## src/rtl/pipelined_adder_nbit.sv

```systemverilog
// Segmented carry pipeline adder/subtractor: each stage ripples one SEG-bit slice
// and registers its carry; operands and partial sums travel with the transaction.
module pipelined_adder_nbit #(
  parameter int NUM_BITS   = 16,
  parameter int NUM_STAGES = 4
) (
  input  logic                clk,
  input  logic                n_rst,
  input  logic [NUM_BITS-1:0] a,
  input  logic [NUM_BITS-1:0] b,
  input  logic                carry_in,
  input  logic                sub,
  input  logic                in_valid,
  output logic                in_ready,
  output logic [NUM_BITS-1:0] sum,
  output logic                overflow,
  output logic                out_valid,
  input  logic                out_ready
);

  localparam int SEG = NUM_BITS / NUM_STAGES;

  // Handshake: a transfer happens on a rising edge where valid and ready are both 1.
  // in_ready is low only while the last stage holds a result the consumer refuses.
  logic [NUM_STAGES-1:0] valid_q, valid_d;
  logic [NUM_STAGES-1:0] carry_q, carry_d;
  logic [NUM_BITS-1:0]   opa_q [NUM_STAGES];
  logic [NUM_BITS-1:0]   opa_d [NUM_STAGES];
  logic [NUM_BITS-1:0]   opb_q [NUM_STAGES];
  logic [NUM_BITS-1:0]   opb_d [NUM_STAGES];
  logic [NUM_BITS-1:0]   sum_q [NUM_STAGES];
  logic [NUM_BITS-1:0]   sum_d [NUM_STAGES];

  logic                  stall;
  logic                  accept;
  logic [NUM_BITS-1:0]   src_a;
  logic [NUM_BITS-1:0]   src_b;
  logic [NUM_BITS-1:0]   src_s;
  logic                  src_c;
  logic                  src_v;
  logic [SEG:0]          seg_sum;

  assign stall     = valid_q[NUM_STAGES-1] & ~out_ready;
  assign in_ready  = ~stall;
  assign accept    = in_valid & in_ready;
  assign out_valid = valid_q[NUM_STAGES-1];
  assign sum       = sum_q[NUM_STAGES-1];
  assign overflow  = carry_q[NUM_STAGES-1];

  always_comb begin
    valid_d = valid_q;
    carry_d = carry_q;
    opa_d   = opa_q;
    opb_d   = opb_q;
    sum_d   = sum_q;
    src_a   = '0;
    src_b   = '0;
    src_s   = '0;
    src_c   = 1'b0;
    src_v   = 1'b0;
    seg_sum = '0;
    if (!stall) begin
      for (int k = 0; k < NUM_STAGES; k++) begin
        if (k == 0) begin
          // Subtraction is A + ~B + 1; bubbles enter with zeroed data.
          src_v = accept;
          src_a = accept ? a : '0;
          src_b = accept ? (sub ? ~b : b) : '0;
          src_c = accept & (sub | carry_in);
          src_s = '0;
        end else begin
          src_v = valid_q[(k > 0) ? k-1 : 0];
          src_a = opa_q[(k > 0) ? k-1 : 0];
          src_b = opb_q[(k > 0) ? k-1 : 0];
          src_c = carry_q[(k > 0) ? k-1 : 0];
          src_s = sum_q[(k > 0) ? k-1 : 0];
        end
        seg_sum = {1'b0, src_a[k*SEG +: SEG]} + {1'b0, src_b[k*SEG +: SEG]}
                + {{SEG{1'b0}}, src_c};
        valid_d[k]                = src_v;
        opa_d[k]                  = src_a;
        opb_d[k]                  = src_b;
        sum_d[k]                  = src_s;
        sum_d[k][k*SEG +: SEG]    = seg_sum[SEG-1:0];
        carry_d[k]                = seg_sum[SEG];
      end
    end
  end

  always_ff @(posedge clk or negedge n_rst) begin
    if (!n_rst) begin
      valid_q <= '0;
      carry_q <= '0;
      for (int k = 0; k < NUM_STAGES; k++) begin
        opa_q[k] <= '0;
        opb_q[k] <= '0;
        sum_q[k] <= '0;
      end
    end else begin
      valid_q <= valid_d;
      carry_q <= carry_d;
      for (int k = 0; k < NUM_STAGES; k++) begin
        opa_q[k] <= opa_d[k];
        opb_q[k] <= opb_d[k];
        sum_q[k] <= sum_d[k];
      end
    end
  end

`ifndef SYNTHESIS
  always_ff @(posedge clk) begin
    if (n_rst && in_valid) begin
      if ($isunknown(a)) $error("pipelined_adder_nbit: input a has non-0/1 bits");
      if ($isunknown(b)) $error("pipelined_adder_nbit: input b has non-0/1 bits");
    end
  end
`endif

endmodule

```

## config.mk

```make
export PLATFORM = sky130hd
export DESIGN_NAME = pipelined_adder_nbit
export DESIGN_NICKNAME = d
export VERILOG_FILES = /design/src/rtl/pipelined_adder_nbit.sv
export SDC_FILE = /design/constraint.sdc
export NUM_CORES = 1
export LEC_CHECK = 0
export ABC_AREA = 1
export ABC_CLOCK_PERIOD_IN_PS = 2340
export BUFFER_PORTS_ARGS = -buffer_cell sky130_fd_sc_hd__buf_2
export CAP_MARGIN = 25
export CORE_ASPECT_RATIO = 0.7
export CORE_MARGIN = 10
export CORE_UTILIZATION = 40
export CTS_CLUSTER_DIAMETER = 80
export DETAILED_ROUTE_END_ITERATION = 16
export PLACE_DENSITY = 0.6
export SYNTH_ARGS = -nofsm -noshare
export SYNTH_HDL_FRONTEND = slang
export SYNTH_SLANG_ARGS = --single-unit
```

## constraint.sdc

```tcl
create_clock -name clk -period 2.34 [get_ports clk]
set_input_delay 0.234 -clock clk [delete_from_list [all_inputs] [get_ports clk]]
set_output_delay 0.234 -clock clk [all_outputs]
set_load 0.005 [all_outputs]
```

==> results.ini, run 1 <==
[route]
drc=0
drt-pass1-iter-count=4
drtAntennaViolNets=0
vias=3057
viasPerCell=4.50
initialDrtViolationCount=191
routedWlPerCell_um=13.6
routed_wl_um=9260

[clocking]
cts_tree=done
cts.sinks=96
cts_max_path_buffers=2
postCtsSetupBuffers=0
numCtsBuffers=9
cts_root_buf=clkbuf_16
htree_levels=3
clk_latency_ns=0.34
clkTransAtPathRegs_ns=0.06

[floorplan]
initial_core_util_pct=40.7
fp.dieW_um=146
dieArea_um2=15800
core-area_um2=11000
rows=32
num_io_pins=57
die_h_um=108

[critical_path]
reg2reg_slack_ns=0.12
r2r_cells=8
path_buf_inv=1
critPathLaunchType=flip-flop
critPathTopFamily=adder cells
rr_endpoint=sum_q[50]
cp-end-kind=flip-flop
worstSetupEndpoint=sum_q[50]
cp-startpoint=valid_q[3]
cp.arrival_ns=2.48
r2r-start=valid_q[3]
path_class=flip-flop to flip-flop
max_stage_delay_ns=0.47
required_ns=2.60
path_cells=inv_2 -> nor2_8 -> nor2_8 -> nand2_1 -> fa_1 -> fa_1 -> or2_2 -> a31oi_1
cp.depth=8
path_max_fanout=9
slowest_stage=fa_1

[logic_synthesis]
synthSimpleGateAreaFrac_pct=18.3
synth_xor_area_share_pct=3.14
syn_inst=484
syn-mean-instance-area_um2=9.22
ys_types=23
synth_edf_count=0
synthMuxAreaShare_pct=0
synth_async_sr_flop_share_pct=100
yosysTopAreaCellShare_pct=53.8
seq_area_frac_synth_pct=53.8
synth.area.top_cells=dfrtp_1, nand2_1, buf_4
yosysWarningCount=0
yosysTopAreaCell=dfrtp_1
synthesis.area_um2=4460
synth_seq_cells=96
synth_nets=542
yosys-top-cells-count=nand2_1, dfrtp_1, inv_1, o21ai_1, o21ai_0
synth_compound_area_share_pct=8.33
synth_most_common_cell=nand2_1
synth_top_family_by_area=simple AND/OR/NAND/NOR gates
synthFlopType=dfrtp_1
yosys.area_share.adder_pct=6.95

[power]
leakagePower_nw=2.61
powerDensity_nw_per_um2=1160
ir_drop_v=0.000455

[global_routing]
grt_pass1_wl_um=15900
grt_max_degree=98
overflow=0
track_usage_pct=12.3
antenna_found_initial=0
grt_pass1_vias=3149

[hold_path]
min_path_cells=3
holdCritPathClass=primary input to flip-flop

[timing]
tns_ns=0
maxSlewHeadroom_pct=54.3
period_share_pct=94.9
setup_viol=0
max_freq_mhz=450
rsz0062_at_grt=no
worstMarginPinSlew_ns=0.685
hold_viol=0
layout_setup_ws_ns=0.119
clock-skew-final_ns=0.00263
min_period_ns=2.22
whs_ns=0.111
maxSlewViolCount=0

[place]
place_ws_ns=0.0628
place_hpwl_um=6510
place_congestion=0.773
port_buffers=56

[cells_and_area]
syn_to_final_growth_pct=13.0
diodes=0
final_layout_size_suffix_gt1_share_pct=16.0
fin_nets=579
fillers=1101

[run]
cap_viol_max_count=0

[status]
status=finished clean

state kept, by name, summed over array words and instances (netlist names):
| signal | count |
|---|---|
| opb_q | 24 |
| sum | 16 |
| opa_q | 24 |
| valid_q | 4 |
| carry_q | 4 |
| sum_q | 24 |
what timing repair did:
action	CTS	global route
endpoints found under the hold margin	42	0
cloned	0	0
hold buffers	1	0
endpoints found under the setup margin	1	1
resized for setup	1	1
pin swaps	0	0
per-stage QoR:
step / cells / cell area, µm² / util, % / power, mW
2_1_floorplan: 484 / 4460 / - / 4.04
3_3_place_gp: 662 / 4750 / 43.3 / 4.39
3_5_place_dp: 662 / 4750 / 43.3 / 4.48
4_1_cts: 679 / 5040 / 46.0 / 5.93
5_1_grt: 679 / 5040 / 46.0 / 6.34
6_report: 679 / 5040 / 46.0 / 5.84
placed cells by master, fill, tap and decap left out, drive strengths merged, types with 5 or more instances in the layout:
cell type and instances:
nand2 168, dfrtp 96, buf 62, o21ai 54
inv 43, nor2 21, xnor2 14, ha 12
clkbuf 12, nand3 10, fa 8, a22o 5
a21oi 5
worst min path at each step:
stage,start,endpoint,slack [ns]
2_1_floorplan,n_rst,carry_q[0],-0.06
3_3_place_gp,n_rst,sum[10],0.27
3_5_place_dp,n_rst,sum[10],0.27
4_1_cts,a[9],opa_q[57],0.10
5_1_grt,a[7],opa_q[55],0.11
6_report,a[9],opa_q[57],0.11
cell type report:
class | count | area (µm²) | share of cell area [%]
clock inverter | 4 | 45.0 | 0.893
sequential | 96 | 2400 | 47.6
inverter | 43 | 161 | 3.20
timing repair buffer | 63 | 367 | 7.27
clock buffer | 12 | 236 | 4.69
tap | 153 | 191 | 3.80
multi-input combinational | 308 | 1640 | 32.5
layer usage:
layer  vias up  track usage, %  share of wire [%]
li1       1568               -                  -
met1      1416            17.5                 53
met2        60            17.5                 41
met3        13            4.09                4.8
met4         0            3.63                1.3
met5         -               0                  0
power by group:
part           internal, mW  switching [mW]
clock                 0.824           0.591
sequential             2.29           0.345
combinational         0.719            1.07
total                  3.83            2.01
cells by family (layout without fill, tap and decap cells):
kind of cell,Yosys count,in the layout
compound gates,69,69
xor+xnor,16,16
fa+ha+maj,20,20
buf+inv,80,122
flops,96,96
simple gates,203,203
worst register-to-register path, delay by kind of cell, from the launching register on:
family                   cells  cell delay [ns]
AO/OA/AOI/OAI                1             0.17
flip-flops                   1             0.38
AND/OR/NAND/NOR              4             0.62
buffers and inverters        1             0.09
adder cells (fa/ha/maj)      2             0.89
(Power assumes the default switching activity.)
==> run 2, diff against run 1 <==
Settings changed: MAX_ROUTING_LAYER set to met4, RECOVER_POWER set to 25.
==> run 2 against run 1 <==
Combinational power hardly changed. Die area stayed put. Routed wire length hardly changed. Sequential power hardly changed. Clock power hardly changed. Global-route usage is 0.39 points higher. Clock skew hardly changed. Non-clock buffer count stayed put. Final cell count stayed put. Clock-buffer cell count stayed put. Critical path type unchanged.
==> results.ini, run 2 (same netlist as run 1, synthesis figures left out) <==
[status]
status=finished clean  ; unchanged

[power]
intPower_mw=3.82  ; was 3.83 mW
p_seq_share_pct=45.3  ; was 45.1%
p_sw_mw=2.01  ; about the same
pwr-share-comb_pct=30.4  ; was 30.7%
p_sw_share_pct=34.5  ; was 34.4%
clkPwrFrac_pct=24.3  ; was 24.2%
ir_drop_v=0.000454  ; was 0.000455 V
leakagePower_nw=2.58  ; was 2.61 nW
powerDensity_nw_per_um2=1160  ; about the same
finalPower_mw=5.82  ; was 5.84 mW

[critical_path]
slowest_stage=fa_1  ; unchanged
path_max_fanout=9  ; unchanged
path_buf_inv=1  ; unchanged
path_class=flip-flop to flip-flop  ; unchanged
critPathLaunchType=flip-flop  ; unchanged
max_stage_delay_ns=0.47  ; about the same
required_ns=2.60  ; about the same
path_cells=inv_2 -> nor2_8 -> nor2_8 -> nand2_1 -> fa_1 -> fa_1 -> or2_2 -> a31oi_1  ; unchanged
cp-end-kind=flip-flop  ; unchanged
critPathTopFamily=adder cells  ; unchanged
cp.arrival_ns=2.48  ; about the same

[route]
initialDrtViolationCount=184  ; was 191
routedWlPerCell_um=13.6  ; about the same
drtAntennaViolNets=0  ; unchanged
drt-pass1-iter-count=4  ; unchanged
vias=3070  ; was 3,057
viasPerCell=4.52  ; was 4.50
drc=0  ; unchanged
routed_wl_um=9260  ; about the same

[timing]
hold_viol=0  ; unchanged
maxSlewViolCount=0  ; unchanged
min_period_ns=2.22  ; about the same
rsz0062_at_grt=no  ; unchanged
max_freq_mhz=450  ; about the same
worstMarginPinSlew_ns=1.11  ; was 0.685 ns
period_share_pct=95.0  ; was 94.9%
tns_ns=0  ; unchanged
clock-skew-final_ns=0.00225  ; was 0.00263 ns
setup_viol=0  ; unchanged
maxSlewHeadroom_pct=26.1  ; was 54.3%

[place]
place_hpwl_um=6510  ; unchanged
port_buffers=56  ; unchanged
dpl_cell_area_um2=4750  ; unchanged
dp_cells=662  ; unchanged
place_congestion=0.783  ; was 0.773

[clocking]
numCtsBuffers=9  ; unchanged
htree_levels=3  ; unchanged
cts.sinks=96  ; unchanged
cts_max_path_buffers=2  ; unchanged
cts_root_buf=clkbuf_16  ; unchanged
clk_latency_ns=0.34  ; about the same
cts_tree=done  ; unchanged
clkTransAtPathRegs_ns=0.06  ; about the same

[hold_path]
holdCritPathClass=primary input to flip-flop  ; unchanged

[cells_and_area]
top_regs=opa_q (24), opb_q (24), sum_q (24)  ; unchanged
mostFrequentLayoutCell=nand2_1  ; unchanged
fin_area_um2=5030  ; was 5040 µm²
fin_nets=579  ; unchanged
syn_to_final_growth_pct=12.7  ; was 13.0%
fin_util_pct=45.8  ; was 46.0%
fin_cells=679  ; unchanged
final_layout_size_suffix_gt1_share_pct=14.4  ; was 16.0%
diodes=0  ; unchanged
final_cell_mix=nand2_1, dfrtp_1, buf_2  ; unchanged

[floorplan]
core-area_um2=11000  ; unchanged
initial_core_util_pct=40.7  ; unchanged
fp.dieW_um=146  ; unchanged
num_io_pins=57  ; unchanged
die_h_um=108  ; unchanged
rows=32  ; unchanged
dieArea_um2=15800  ; unchanged

[global_routing]
overflow=0  ; unchanged
antenna_found_initial=0  ; unchanged
grt_max_degree=98  ; unchanged
grt_pass1_wl_um=15800  ; was 15,900 µm
grt_pass1_vias=3157  ; was 3,149
track_usage_pct=12.7  ; was 12.3%

[run]
cap_viol_max_count=0  ; unchanged

-- run 2: changes by cell type in the layout (fill, tap and decap cells not counted) --
| cell | delta |
|---|---|
| buf_2 | -8 |
| clkbuf_1 | +8 |
| buf_4 | -1 |
| clkbuf_2 | +1 |
-- run 2: power groups by stage --
stage | Combinational, mW | Clock (mW) | Sequential, mW
after detailed placement | 1.81 | 0 | 2.67
after CTS | 1.83 | 1.46 | 2.64
after global routing | 2.07 | 1.53 | 2.72
after global placement | 1.74 | 0 | 2.65
after floorplan | 1.47 | 0 | 2.57
final | 1.77 | 1.41 | 2.64
-- run 2: path summary, 6_finish.rpt --
kind	start	to	slack, ns	depth (start not counted)
min in group asynchronous	n_rst	sum[10]	0.64	2
min	a[6]	opa_q[54]	0.11	2
min reg2reg	sum_q[48]	sum_q[32]	0.47	2
max in group asynchronous	n_rst	opb_q[53]	0.85	3
max reg2reg	valid_q[3]	sum_q[50]	0.12	8
max	valid_q[3]	sum_q[50]	0.12	8
-- run 2: area by class of cell --
class	instances	area (µm²)
clock inverter	4	45.0
multi-input combinational	308	1640
tap	153	191
fill	1104	5940
clock buffer	12	236
timing repair buffer	63	354
inverter	43	161
sequential	96	2400
-- run 2: what timing repair did --
item,CTS,global route
endpoints found under the setup margin,1,1
hold buffers,1,0
resized for setup,1,1
gates cloned,0,0
setup buffers,0,0
endpoints found under the hold margin,42,0
-- run 2: metal layers --
layer / wire (µm) / track usage, % / part of all wire, % / vias to the layer above
li1: - / - / - / 1570
met1: 4890 / 17.5 / 53 / 1425
met2: 3850 / 17.5 / 42 / 62
met3: 406 / 4.05 / 4.4 / 13
met4: 121 / 3.63 / 1.3 / 0
met5: 0 / - / 0 / -
-- run 2: metrics by stage --
stage	hold slack (ns)	worst slack, ns
2_1_floorplan	-0.0616	0.0445
3_3_place_gp	0.270	0.175
3_5_place_dp	0.272	0.0628
4_1_cts	0.101	0.0442
5_1_grt	0.110	0.0150
6_report	0.112	0.116
-- run 2: worst reg2reg max path: cells and delay by family, from the launching register on --
kind	cells	cell delay (ns)
buffers and inverters	1	0.09
AND/OR/NAND/NOR	4	0.62
AO/OA/AOI/OAI	1	0.17
flip-flops	1	0.38
adder cells (fa/ha/maj)	2	0.89
==> run 3, diff against run 2 <==
Settings changed: CORE_UTILIZATION 40 to 52, PLACE_DENSITY 0.6 to 0.75.
==> run 3 against run 2 <==
Total power shrank 1.9%. Flip-flop and latch count is the same. Final cell count shrank 6.9%. Via count grew 1.3%. Maximum frequency grew 0.58%. Register-to-register slack is essentially flat. Largest cell class unchanged.
==> results.ini, run 3 (same netlist as run 1, synthesis figures left out) <==
[clocking]
cts_tree=done  ; unchanged
numCtsBuffers=9  ; unchanged
clkTransAtPathRegs_ns=0.07  ; was 0.06 ns
postCtsSetupBuffers=0  ; unchanged
cts_root_buf=clkbuf_16  ; unchanged
cts.sinks=96  ; unchanged
clk_latency_ns=0.34  ; about the same
htree_levels=3  ; unchanged
cts_max_path_buffers=2  ; unchanged

[critical_path]
r2r_cells=8  ; unchanged
required_ns=2.59  ; was 2.60 ns
rr_endpoint=sum_q[50]  ; unchanged
reg2reg_slack_ns=0.13  ; was 0.12 ns
slowest_stage=fa_1  ; unchanged
cp-end-kind=flip-flop  ; unchanged
path_buf_inv=1  ; unchanged
cp.arrival_ns=2.46  ; was 2.48 ns
max_stage_delay_ns=0.47  ; about the same
path_max_fanout=4  ; was 9
path_cells=inv_1 -> nor2_8 -> nor2_8 -> nand2_1 -> fa_1 -> fa_1 -> or2_2 -> a31oi_1  ; was inv_2 -> nor2_8 -> nor2_8 -> nand2_1 -> fa_1 -> fa_1 -> or2_2 -> a31oi_1
critPathTopFamily=adder cells  ; unchanged
path_class=flip-flop to flip-flop  ; unchanged
critPathLaunchType=flip-flop  ; unchanged
r2r-start=valid_q[3]  ; unchanged

[cells_and_area]
regArea_um2=2400  ; unchanged
final_cell_mix=nand2_1, dfrtp_1, buf_2  ; unchanged
diodes=0  ; unchanged
syn_to_final_growth_pct=11.0  ; was 12.7%
multi_input_area_um2=1640  ; unchanged
fin_area_um2=4950  ; was 5030 µm²
mostFrequentLayoutCell=nand2_1  ; unchanged
fin_nets=580  ; was 579
top_regs=opa_q (24), opb_q (24), sum_q (24)  ; unchanged
final_layout_size_suffix_gt1_share_pct=14.6  ; was 14.4%
fillers=777  ; was 1,104

[timing]
hold_viol=0  ; unchanged
setup_viol=0  ; unchanged
min_period_ns=2.21  ; was 2.22 ns
rsz0062_at_grt=no  ; unchanged
max_freq_mhz=452  ; was 450 MHz
tns_ns=0  ; unchanged
clock-skew-final_ns=0.00525  ; was 0.00225 ns
period_share_pct=94.5  ; was 95.0%
worstMarginPinSlew_ns=1.09  ; was 1.11 ns
maxSlewViolCount=0  ; unchanged
maxSlewHeadroom_pct=27.5  ; was 26.1%

[global_routing]
grt_pass1_vias=3112  ; was 3,157
grt_pass1_wl_um=14900  ; was 15,800 µm
overflow=0  ; unchanged
track_usage_pct=14.8  ; was 12.7%
grt_max_degree=98  ; unchanged
antenna_found_initial=0  ; unchanged

[route]
routedWlPerCell_um=13.7  ; was 13.6 µm
drt-pass1-iter-count=5  ; was 4
drc=0  ; unchanged
drtAntennaViolNets=0  ; unchanged
initialDrtViolationCount=235  ; was 184
viasPerCell=4.92  ; was 4.52
routed_wl_um=8680  ; was 9260 µm
vias=3110  ; was 3,070

[status]
status=finished clean  ; unchanged

[place]
place_hpwl_um=5960  ; was 6510 µm
dpl_cell_area_um2=4680  ; was 4750 µm²
place_congestion=0.809  ; was 0.783
port_buffers=56  ; unchanged

[floorplan]
dieArea_um2=12700  ; was 15,800 µm²
core-area_um2=8410  ; was 11,000 µm²
fp.dieW_um=131  ; was 146 µm
initial_core_util_pct=53.1  ; was 40.7%
rows=28  ; was 32
num_io_pins=57  ; unchanged
die_h_um=97.5  ; was 108 µm

[run]
cap_viol_max_count=0  ; unchanged

[hold_path]
min_path_cells=2  ; unchanged
min_from=a[8]  ; was a[6]
hold-path-endpoint=opa_q[56]  ; was opa_q[54]
holdCritPathClass=primary input to flip-flop  ; unchanged

[power]
powerDensity_nw_per_um2=1150  ; was 1160 nW/µm²
pwr-share-comb_pct=30.5  ; was 30.4%
p_sw_mw=2.01  ; about the same
p_seq_share_pct=46.0  ; was 45.3%
leakagePower_nw=2.57  ; was 2.58 nW
p_sw_share_pct=35.2  ; was 34.5%
clkPwrFrac_pct=23.5  ; was 24.3%
ir_drop_v=0.000394  ; was 0.000454 V
intPower_mw=3.70  ; was 3.82 mW

==> run 3: metrics by stage <==
step	utilization (%)	hold slack (ns)	std cells	total power [mW]	worst slack (ns)
after global placement	55.7	0.252	615	4.35	0.238
after CTS	59.0	0.106	632	5.81	0.122
after global routing	58.9	0.101	632	6.23	0.0420
after floorplan	-	-0.0616	484	4.04	0.0445
final	58.9	0.111	632	5.71	0.129
after detailed placement	55.7	0.259	615	4.43	0.153
==> run 3: final cells by class <==
cell class	count	area share, %
inverter	43	3.26
timing repair buffer	64	7.02
clock buffer	10	4.62
tap	105	2.65
clock inverter	6	0.884
sequential	96	48.5
multi-input combinational	308	33.1
==> run 3: worst register-to-register path, cell delays in order, from the launching register on <==
cell and delay (ns):
dfrtp_1 0.38, inv_1 0.14, nor2_8 0.06, nor2_8 0.09, nand2_1 0.08, fa_1 0.47
fa_1 0.42, or2_2 0.31, a31oi_1 0.18
==> run 3: timing repair <==
item / CTS / global route
setup endpoints to repair: 0 / 1
hold buffers: 1 / 0
gates resized for setup: 0 / 1
endpoints found under the hold margin: 41 / 0
==> run 3: worst max-delay path by stage <==
| stage | from | to | slack [ns] | depth (start not counted) |
|---|---|---|---|---|
| 2_1_floorplan | valid_q[3] | sum_q[50] | 0.04 | 9 |
| 3_3_place_gp | valid_q[3] | sum_q[50] | 0.24 | 8 |
| 3_5_place_dp | valid_q[3] | sum_q[50] | 0.15 | 8 |
| 4_1_cts | valid_q[3] | in_ready | 0.12 | 5 |
| 5_1_grt | valid_q[3] | sum_q[50] | 0.04 | 8 |
| 6_report | valid_q[3] | sum_q[50] | 0.13 | 8 |
==> run 3: power groups by stage <==
stage	combinational [mW]	clock, mW	sequential, mW
final	1.74	1.34	2.63
after global routing	2.07	1.45	2.71
after CTS	1.79	1.38	2.63
after detailed placement	1.77	0	2.65
after global placement	1.71	0	2.63
after floorplan	1.47	0	2.57
==> run 3: layer usage <==
metal,track usage [%],routed length [µm],up-vias
met3,4.47,395,9
li1,-,-,1578
met5,-,0,-
met2,20.9,3730,63
met4,3.50,85,0
met1,20.4,4470,1460
